`config.mk`:
```
export PLATFORM = sky130hd
export DESIGN_NAME = cmp_sched
export DESIGN_NICKNAME = d
export VERILOG_FILES = /design/src/rtl/cmp_sched.sv
export SDC_FILE = /design/constraint.sdc
export NUM_CORES = 1
export LEC_CHECK = 0
export CAP_MARGIN = 20
export CELL_PAD_IN_SITES_DETAIL_PLACEMENT = 0
export CELL_PAD_IN_SITES_GLOBAL_PLACEMENT = 1
export CORE_ASPECT_RATIO = 0.7
export CORE_MARGIN = 10
export CORE_UTILIZATION = 28
export CTS_CLUSTER_SIZE = 10
export DETAILED_ROUTE_END_ITERATION = 7
export GPL_TIMING_DRIVEN = 0
export PLACE_DENSITY_LB_ADDON = 0.1
export REMOVE_ABC_BUFFERS = 1
export SLEW_MARGIN = 20
export SYNTH_ARGS = -nofsm -noshare
export SYNTH_HDL_FRONTEND = slang
export SYNTH_SLANG_ARGS = --single-unit
```
`constraint.sdc`:
```
create_clock -name clk -period 1.3 [get_ports clk]
set_input_delay 0.325 -clock clk [delete_from_list [all_inputs] [get_ports clk]]
set_output_delay 0.325 -clock clk [all_outputs]
set_load 0.03 [all_outputs]
```
`src/rtl/cmp_sched.sv`:
```
// Two-requester sequencer sharing one 4-bit comparator slice for WIDTH-bit unsigned compares, MSB nibble first.
// Optional CMP_SCHED_EARLY_EXIT_EN: leave CMP at the first differing nibble instead of scanning all nibbles.
module cmp_sched #(
   parameter int WIDTH = 8
) (
   input  logic             clk,
   input  logic             rst_n,
   input  logic             req0,
   input  logic [WIDTH-1:0] a0,
   input  logic [WIDTH-1:0] b0,
   input  logic             req1,
   input  logic [WIDTH-1:0] a1,
   input  logic [WIDTH-1:0] b1,
   output logic [3:0]       cmp_a,
   output logic [3:0]       cmp_b,
   input  logic             cmp_lt,
   input  logic             cmp_gt,
   output logic             done0,
   output logic             done1,
   output logic             lt,
   output logic             gt,
   output logic             eq,
   output logic             busy
);

   localparam int NIB = WIDTH / 4;
   localparam int IW  = (NIB > 1) ? $clog2(NIB) : 1;
   localparam logic [IW-1:0] IDX_TOP = IW'(NIB - 1);

   localparam logic [1:0] S_IDLE = 2'd0;
   localparam logic [1:0] S_CMP  = 2'd1;
   localparam logic [1:0] S_DONE = 2'd2;

   logic [1:0]       state;
   logic             last_grant;
   logic             owner;
   logic             grant_sel;
   logic [WIDTH-1:0] opa;
   logic [WIDTH-1:0] opb;
   logic [IW-1:0]    idx;
   logic             res_lt;
   logic             res_gt;
   logic             nxt_lt;
   logic             nxt_gt;
   logic             cmp_exit;

   // On a tie the requester not granted last wins; a lone request wins outright.
   always_comb grant_sel = (req0 && req1) ? ~last_grant : req1;

   always_comb busy = (state != S_IDLE);

   always_comb begin
      cmp_a = '0;
      cmp_b = '0;
      if (state == S_CMP) begin
         for (int unsigned i = 0; i < NIB; i++) begin
            if (idx == IW'(i)) begin
               cmp_a = opa[4*i +: 4];
               cmp_b = opb[4*i +: 4];
            end
         end
      end
   end

   // First decision sticks; GT wins if the slice ever reports both.
   always_comb begin
      nxt_gt = res_gt | (~res_lt & ~res_gt & cmp_gt);
      nxt_lt = res_lt | (~res_lt & ~res_gt & ~cmp_gt & cmp_lt);
`ifdef CMP_SCHED_EARLY_EXIT_EN
      cmp_exit = nxt_gt | nxt_lt | (idx == '0);
`else
      cmp_exit = (idx == '0);
`endif
   end

   always_ff @(posedge clk) begin
      if (!rst_n) begin
         state      <= S_IDLE;
         last_grant <= 1'b1;
         owner      <= 1'b0;
         opa        <= '0;
         opb        <= '0;
         idx        <= '0;
         res_lt     <= 1'b0;
         res_gt     <= 1'b0;
         done0      <= 1'b0;
         done1      <= 1'b0;
         lt         <= 1'b0;
         gt         <= 1'b0;
         eq         <= 1'b0;
      end else begin
         done0 <= 1'b0;
         done1 <= 1'b0;
         case (state)
            S_IDLE: begin
               if (req0 || req1) begin
                  owner      <= grant_sel;
                  last_grant <= grant_sel;
                  opa        <= grant_sel ? a1 : a0;
                  opb        <= grant_sel ? b1 : b0;
                  idx        <= IDX_TOP;
                  res_lt     <= 1'b0;
                  res_gt     <= 1'b0;
                  state      <= S_CMP;
               end
            end
            S_CMP: begin
               res_lt <= nxt_lt;
               res_gt <= nxt_gt;
               // done and result are registered on the exit edge so they coincide with DONE.
               if (cmp_exit) begin
                  state <= S_DONE;
                  done0 <= ~owner;
                  done1 <= owner;
                  lt    <= nxt_lt;
                  gt    <= nxt_gt;
                  eq    <= ~(nxt_lt | nxt_gt);
               end else begin
                  idx <= idx - 1'b1;
               end
            end
            S_DONE:  state <= S_IDLE;
            default: state <= S_IDLE;
         endcase
      end
   end

endmodule

```
After elaboration in Yosys (flattened, before gate mapping)
Cells that the tools add are included.
Storage, ports and cells
  register bits after elaboration: 28
  bits in latches: 0
  memory bits (writable): 0
  bits in read-only memories: 0
  input port bits: 38
  output and inout port bits: 14
  word-level logic and storage cells: 59
  memories kept: 0
Cells by class
  add/sub/neg operators: 1
  multiply operators: 0
  divide/modulo/power cells: 0
  $lt $le $gt $ge: 0
  equality and inequality tests: 3
  shift operators: 0
  multiplexer cells: 16
  bitwise operators: 16
  reduce and logical (&&, ||, !) cells: 10
Operator list (number)
  $mux 4: 4
  $mux 8: 2
  $not 1->1: 9
  $reduce_and 2->1: 4
  $pmux 1 s2: 3
  $and 1x1->1: 4
  $mux 1: 4
  $mux 2: 2
  $ne 2x2->1 const B: 2
  $pmux 2 s2: 1
  $reduce_bool 2->1: 2
  $or 1x1->1: 3
  $reduce_or 3->1: 1
  $eq 2x1->1 const B: 1
  $logic_not 2->1: 1
  $logic_and 1x1->1: 1
  $logic_or 1x1->1: 1
  $sub 1x1->1 const B: 1

Logic depth before layout (Yosys ltp)
Gate-level depths: netlist (run 1).
  word-level depth: 7
  gate-level depth with buffers: 5
  depth with buffers taken out: 4

Least setup slack after synthesis (run 1)
Ideal clock, no wire load.
  path kind: reg-to-output
  start point: register idx
  end point: output cmp_a[0]
  arrival time: 1.257 ns
  required time: 0.975 ns
  slack: -0.282 ns
  stages on the path, launching flop included: 5
  buffers on the path: 2
  cell sequence: dfxtp_1 > clkbuf_1 > buf_2 > mux2i_1 > nor2_1
On the way
  longest elaborated chain between the ends: 2
Ends and longest elaborated chain
  start: declaration: RTL line 40  | logic [IW-1:0] idx;
  start signal: assignment: RTL line 119  | idx <= idx - 1'b1;
  $mux 4: RTL line 57  | if (idx == IW'(i)) begin
  $mux 4: RTL line 55  | if (state == S_CMP) begin
  end: declaration: RTL line 14  | output logic [3:0] cmp_a,
Every way passes these cells.

Worst setup path after layout (run 1)
  start point: register idx
  end point: output cmp_a[2]
Same word-level chain as after synthesis.

==> results of run 1 <==
-- worst min-delay path, cell delays in order --
cell,delay (ns)
dlymetal6s2s_1,0.10
nor4_1,0.05
nand2_1,0.05
a21oi_1,0.05
-- what timing repair did --
item / 4_1_cts / 5_1_grt
cloned: 5 / 0
buffers inserted: 18 / 9
pin swaps: 6 / 12
setup endpoints to repair: 42 / 32
gates resized for setup: 91 / 17
-- metal layers --
layer  vias to the layer above  GRT usage  share of wire
li1                        735          -              -
met5                         -          0              0
met2                        54      0.202           0.45
met4                         0     0.0235         0.0064
met1                       705      0.161           0.48
met3                         2     0.0363          0.065
-- kinds of logic after synthesis --
group,Yosys count,synth area share
buffers and inverters,15,0.0619
AO/OA/AOI/OAI,49,0.280
flip-flops,28,0.402
AND/OR/NAND/NOR,62,0.199
multiplexers,8,0.0574
-- worst paths after layout --
check	slack, ns	cells after the start	start	to
worst max-delay path	-0.20	4	idx	cmp_a[2]
worst min register to register	0.44	1	owner	done0
worst max register to register	-0.08	6	idx	done1
worst min-delay path	0.34	4	cmp_lt	eq
-- flip-flops by register name, summed over array words and instances, names as in the netlist --
register,count
done0,1
done1,1
eq,1
gt,1
idx,1
last_grant,1
lt,1
opa,8
opb,8
owner,1
res_gt,1
res_lt,1
state,2
-- layout by cell type (no fill, tap or decap), types with 2 or more instances in the layout --
master           Yosys  final
nand2_1             38     38
clkdlybuf4s50_1      0     32
buf_4                3     26
dfxtp_1             28     25
a21oi_1             23     23
a311oi_2            10     10
nor2_1              11      9
mux2i_1              8      8
buf_6                2      7
a311oi_1             6      6
nor2_4               1      4
o21ai_0              5      4
clkbuf_8             0      3
dfxtp_4              0      3
dlygate4sd2_1        0      3
nand2b_4             0      2
clkinvlp_4           0      2
nor4_1               2      2
and3_1               2      2
clkbuf_2             0      2
clkdlybuf4s15_2      0      2
buf_12               0      2
-- power groups by stage --
stage	sequential (mW)	combinational [mW]	clock (mW)
final	1.02	0.879	0.475
after global routing	1.03	0.950	0.529
after CTS	1.02	0.816	0.485
after detailed placement	1.04	0.659	0
after global placement	1.04	0.654	0
after floorplan	1.05	0.370	0
-- through the flow --
step / power [mW] / utilization / hold slack, ns / TNS (ns) / cell area, um^2
6_report: 2.37 / 0.474 / 0.344 / -1.83 / 2280
5_1_grt: 2.51 / 0.474 / 0.342 / -3.83 / 2280
4_1_cts: 2.32 / 0.456 / 0.437 / -1.83 / 2190
3_5_place_dp: 1.70 / 0.399 / 0.429 / -25.96 / 1920
3_3_place_gp: 1.69 / 0.399 / 0.428 / -33.58 / 1920
2_1_floorplan: 1.42 / - / 0.401 / -14.77 / 1320
-- layout make-up --
| type | instances | area (um^2) | share of cell area |
|---|---|---|---|
| timing repair buffer | 77 | 721 | 0.316 |
| clock buffer | 3 | 41.3 | 0.0181 |
| multi-input combinational | 123 | 833 | 0.366 |
| inverter | 3 | 17.5 | 0.00769 |
| sequential | 28 | 572 | 0.251 |
| tap | 69 | 86.3 | 0.0379 |
| timing repair inverter | 1 | 7.51 | 0.00329 |
==> metrics.md, run 1 <==
| Metric | Value |
|---|---|
| Status | `finished, violations left` |
| Failing checks | `setup timing` |
| Layout fillers | `460` |
| I/O Pins | `52` |
| Comb pwr share | `0.370` |
| Syn Area/Cell | `~8.6 um^2` |
| Area Growth Syn to Fin | `63.3%` |
| Final setup fails | `19` |
| Total gr overflow | `0` |
| CTS buffer count | `3` |
| Ant diodes | `0` |
| EDFF count, synth | `0` |
| Core area | `4810 um^2` |
| Worst slack at placement | `-0.880 ns` |
| CTS Buffer Depth | `2` |
| DIE WIDTH | `between 100 and 150 um` |
| P_sw | `0.773 mW` |
| Yosys warns | `0` |
| Synth top area share | `0.402` |
| Most frequent cell after synthesis | `nand2_1` |
| Ys flop type | `dfxtp_1` |
| Vias per inst | `4.92` |
| Worst-case clock skew | `0.00262 ns` |
| CTS Sinks | `28` |
| Worst-Skew Late Latency | `about 0.27 ns` |
| Gr usage total | `0.124` |
| Pleak | `0.901 nW` |
| Vias in the first global route | `1552` |
| Post-detailed-route DRC marker count | `0` |
| Synth area leaders | `dfxtp_1 (40%), a311oi_2 (11%), nand2_1 (10%)` |
| Bufs and invs on worst path | `2` |
| Die Footprint | `8250 um^2` |
| Distinct cells, synth | `31` |
| Final period utilization | `1.15` |
| Shortest period the worst path allows | `1.50 ns` |
| Placed insts | `270` |
| Sw Ratio | `0.326` |
| MaxCap Viol Count | `0` |
| Wirelength per Cell | `17.0 um` |
| Async SR Flop Fraction | `0` |
| DRT iter0 DRCs | `62` |
| Required @ worst endpoint | `0.98 ns` |
| Sequential share of the synthesized area | `0.402` |
| Final hold violations | `0` |
| Setup CP Type | `reg2out` |
| Synth area leader | `dfxtp_1` |
| Fmax | `666 MHz` |
| Worst setup margin | `-0.201 ns` |
| Final nets | `275` |
| Mapped Area | `1400 um^2` |
| Clock power frac | `0.200` |
| Synthesized flop and latch total | `28` |
| Initial Util | `0.290` |
| CTS tree | `yes` |
| HPWL Detailed | `a little over 3 mm` |
| Final Instance Count excl. Fillers | `304` |
| Slew HR | `0.710` |
| Critical-path maximum fanout | `4` |
| H-tree lvl count | `1` |
| Crit. End Element | `primary output` |
| Slew @ Worst Pin | `0.435 ns` |
| Vias | `1496` |
| TritonRoute pass-1 iters | `4` |
| Seq pwr share | `0.430` |
| I/O Buffers | `between 50 and 60` |
| CP Cell Sequence | `buf_6, mux2i_1, nor2_1, buf_4` |
| GPL Wtd Cong | `approximately 0.76` |
| Hold Crit Class | `in2reg` |
| Share of cells above drive strength 1 | `0.311` |
| Crit path max-delay cell type | `dfxtp_4` |
| Synth cell count leaders | `nand2_1 (38), dfxtp_1 (28), a21oi_1 (23)` |
| Post-CTS Hold Buffers | `0` |
| Final wirelength | `5.17 mm` |
| RSZ-0062 raised after global routing | `true` |
| Startpoint types | `register` |
| Floorplan die height | `79.1 um` |
| Peak VDD IR | `about 0.45 mV` |
| Delay-heaviest family, CP | `flip-flops` |
| # rows | `21` |
| WP data arrival | `1.18 ns` |
| Remaining antenna violation count after routing | `0` |
| Largest net degree at the start of global routing | `18` |
| Initial antenna violation count | `0` |
| Cell count after synthesis | `162` |
| Int Power | `about 1.6 mW` |
| PD cells | `1040 nW/um^2` |
| Clk slew on worst S/H paths | `approximately 0.090 ns` |
| Slew Viols, Final | `0` |
| Crit-path max cell delay | `between 0.3 and 0.4 ns` |
| Clk root buf | `clkbuf_8` |
| First-pass GRT wire length | `8.39 mm` |
Note: power is estimated with default switching activity, not from simulation.
==> run 2, diff against run 1 <==
- HOLD_SLACK_MARGIN: not set -> 0.08
- SKIP_CTS_REPAIR_TIMING: not set -> 1
==> run 2 against run 1 <==
Compared with the run above: the flow still finishes with violations (setup timing); setup slack lost 0.046 ns; clock skew about the same; wire length is 4.0% lower; non-clock buffer count decreased by 19; sequential power barely moved; sequential cell count unchanged; register-to-register slack improved by 0.11 ns; first-iteration DRC count fell by 26%; count of clock-buffer cells in the layout did not move; utilization is 3.2 points lower; fmax shrank 3.0%.
==> metrics.md, run 2 (synthesis gave the netlist of run 1 again) <==
| Metric | Value |
|---|---|
| Largest net degree at the start of global routing | `25 (+7)` |
| DIE WIDTH | `104 um (unchanged)` |
| Failing checks | `setup timing` |
| Post-layout util | `0.442 (-0.0323)` |
| Final period utilization | `1.19 (+0.0352)` |
| WP data arrival | `1.22 ns (+0.04 ns)` |
| RSZ-0062 raised after global routing | `true` |
| Area Growth Syn to Fin | `52.2%` |
| Shortest period the worst path allows | `1.55 ns (+0.0458 ns)` |
| Final wirelength | `4.96 mm (-4.0%)` |
| Final hold violations | `0 (unchanged)` |
| Vias | `1430 (-4.4%)` |
| FF-to-FF Start | `idx` |
| Initial Util | `0.290 (unchanged)` |
| Slew Viols, Final | `0 (unchanged)` |
| CTS Buffer Depth | `2 (unchanged)` |
| Hold path depth | `4 (unchanged)` |
| Hold Crit Class | `in2reg` |
| GPL Wtd Cong | `0.763 (unchanged)` |
| Dpl cell area | `1920 um^2 (unchanged)` |
| # rows | `21 (unchanged)` |
| I/O Pins | `52 (unchanged)` |
| Worst reg2reg path endpoint | `gt` |
| Top Registers | `opa (8), opb (8), state (2)` |
| Slew @ Worst Pin | `0.423 ns (-0.0120 ns)` |
| Core area | `4810 um^2 (unchanged)` |
| Initial antenna violation count | `0 (unchanged)` |
| Cells on worst reg2reg path | `4 (-2)` |
| Post-detailed-route DRC marker count | `0 (unchanged)` |
| First-pass GRT wire length | `7.12 mm (-15%)` |
| Remaining antenna violation count after routing | `0 (unchanged)` |
| Clk slew on worst S/H paths | `0.10 ns (about the same)` |
| Final nets | `256 (-6.9%)` |
| Flop2flop setup slack | `0.03 ns (+0.11 ns)` |
| Peak VDD IR | `0.469 mV (+4.3%)` |
| Gr usage total | `0.105 (-0.0194)` |
| Total gr overflow | `0 (unchanged)` |
| Vias per inst | `5.02 (+2.0%)` |
| Final Instance Count excl. Fillers | `285 (-6.3%)` |
| Pleak | `0.910 nW (+1.1%)` |
| Floorplan die height | `79.1 um (unchanged)` |
| HPWL Detailed | `3.02 mm (unchanged)` |
| CTS Sinks | `28 (unchanged)` |
| H-tree lvl count | `1 (unchanged)` |
| Critical-path maximum fanout | `13 (+9)` |
| Worst setup margin | `-0.246 ns (-0.0458 ns)` |
| CTS buffer count | `3 (unchanged)` |
| Wirelength per Cell | `17.4 um (+2.4%)` |
| Fmax | `647 MHz (-3.0%)` |
| Share of cells above drive strength 1 | `0.227 (-0.0838)` |
| Ant diodes | `0 (unchanged)` |
| PD cells | `1070 nW/um^2 (+2.5%)` |
| Crit. End Element | `primary output` |
| Status | `finished, violations left` |
| Placed insts | `270 (unchanged)` |
| Required @ worst endpoint | `0.98 ns (about the same)` |
| TritonRoute pass-1 iters | `4 (unchanged)` |
| Hold_sp | `cmp_lt` |
| Final setup fails | `9 (-10)` |
| Die Footprint | `8250 um^2 (unchanged)` |
| Vias in the first global route | `1388 (-11%)` |
| Most frequent cells in the layout | `nand2_1 (38), clkdlybuf4s50_1 (32), dfxtp_1 (25)` |
| MaxCap Viol Count | `0 (unchanged)` |
| Slew HR | `0.717 (+0.00752)` |
| Worst-Skew Late Latency | `0.27 ns (about the same)` |
| Pwr Total | `2.27 mW (-4.5%)` |
| Setup CP Type | `reg2out` |
| I/O Buffers | `51 (unchanged)` |
| Fin area | `2120 um^2 (-6.8%)` |
| DRT iter0 DRCs | `46 (-26%)` |
| Startpoint types | `register` |
| Clk root buf | `clkbuf_8` |
| Worst-case clock skew | `0.00246 ns (-0.000163 ns)` |
| Commonest non-fill, non-tap cell in the layout | `nand2_1` |
| CTS tree | `yes` |
| Hold endpoint | `eq` |
run 2: cell count changes in the layout (fill, tap and decap cells not counted), moves of 2 or more:
cell             before  now
buf_2                 1    5
buf_4                26    8
buf_6                 7    0
clkdlybuf4s15_2       2    0
dlygate4sd2_1         3    0
dlymetal6s2s_1        1   10
run 2: power breakdown:
part           total [mW]  internal (mW)  switching [mW]
combinational       0.744          0.358           0.386
clock               0.481          0.208           0.273
sequential           1.04          0.953          0.0892
total                2.27           1.52           0.748
run 2: worst max-delay path, cell delays in order (launching register included):
cell and delay, ns:
dfxtp_4 0.49, mux2i_1 0.22, nor2_1 0.06, buf_2 0.18
run 2: worst max-delay path by stage:
| stage | from | to | slack [ns] | cells after the start |
|---|---|---|---|---|
| 2_1_floorplan | state[1] | opa[3] | -0.69 | 4 |
| 3_3_place_gp | state[1] | busy | -1.28 | 3 |
| 3_5_place_dp | state[1] | busy | -0.88 | 3 |
| 4_1_cts | state[1] | busy | -1.19 | 3 |
| 5_1_grt | idx | cmp_a[2] | -0.31 | 3 |
| 6_report | idx | cmp_a[1] | -0.25 | 3 |
run 2: area by class of cell:
type	count	area, um^2
Multi-Input combinational cell	123	828
Fill cell	468	2690
Timing Repair Buffer	58	576
Tap cell	69	86.3
Sequential cell	28	569
Inverter	3	15.0
Timing Repair inverter	1	7.51
Clock buffer	3	41.3
run 2: stage by stage:
step / TNS (ns) / setup WS (ns) / hold slack, ns
2_1_floorplan: -14.77 / -0.693 / 0.401
3_3_place_gp: -33.58 / -1.28 / 0.428
3_5_place_dp: -25.96 / -0.880 / 0.429
4_1_cts: -28.20 / -1.19 / 0.443
5_1_grt: -2.76 / -0.306 / 0.353
6_report: -2.03 / -0.246 / 0.349
run 2: layer usage:
| metal | wire length (um) | part of all wire | global-route usage |
|---|---|---|---|
| met5 | 0 | 0 | 0 |
| met4 | 48 | 0.0097 | 0.0208 |
| met3 | 292 | 0.059 | 0.0379 |
| met2 | 2210 | 0.44 | 0.169 |
| met1 | 2420 | 0.49 | 0.133 |
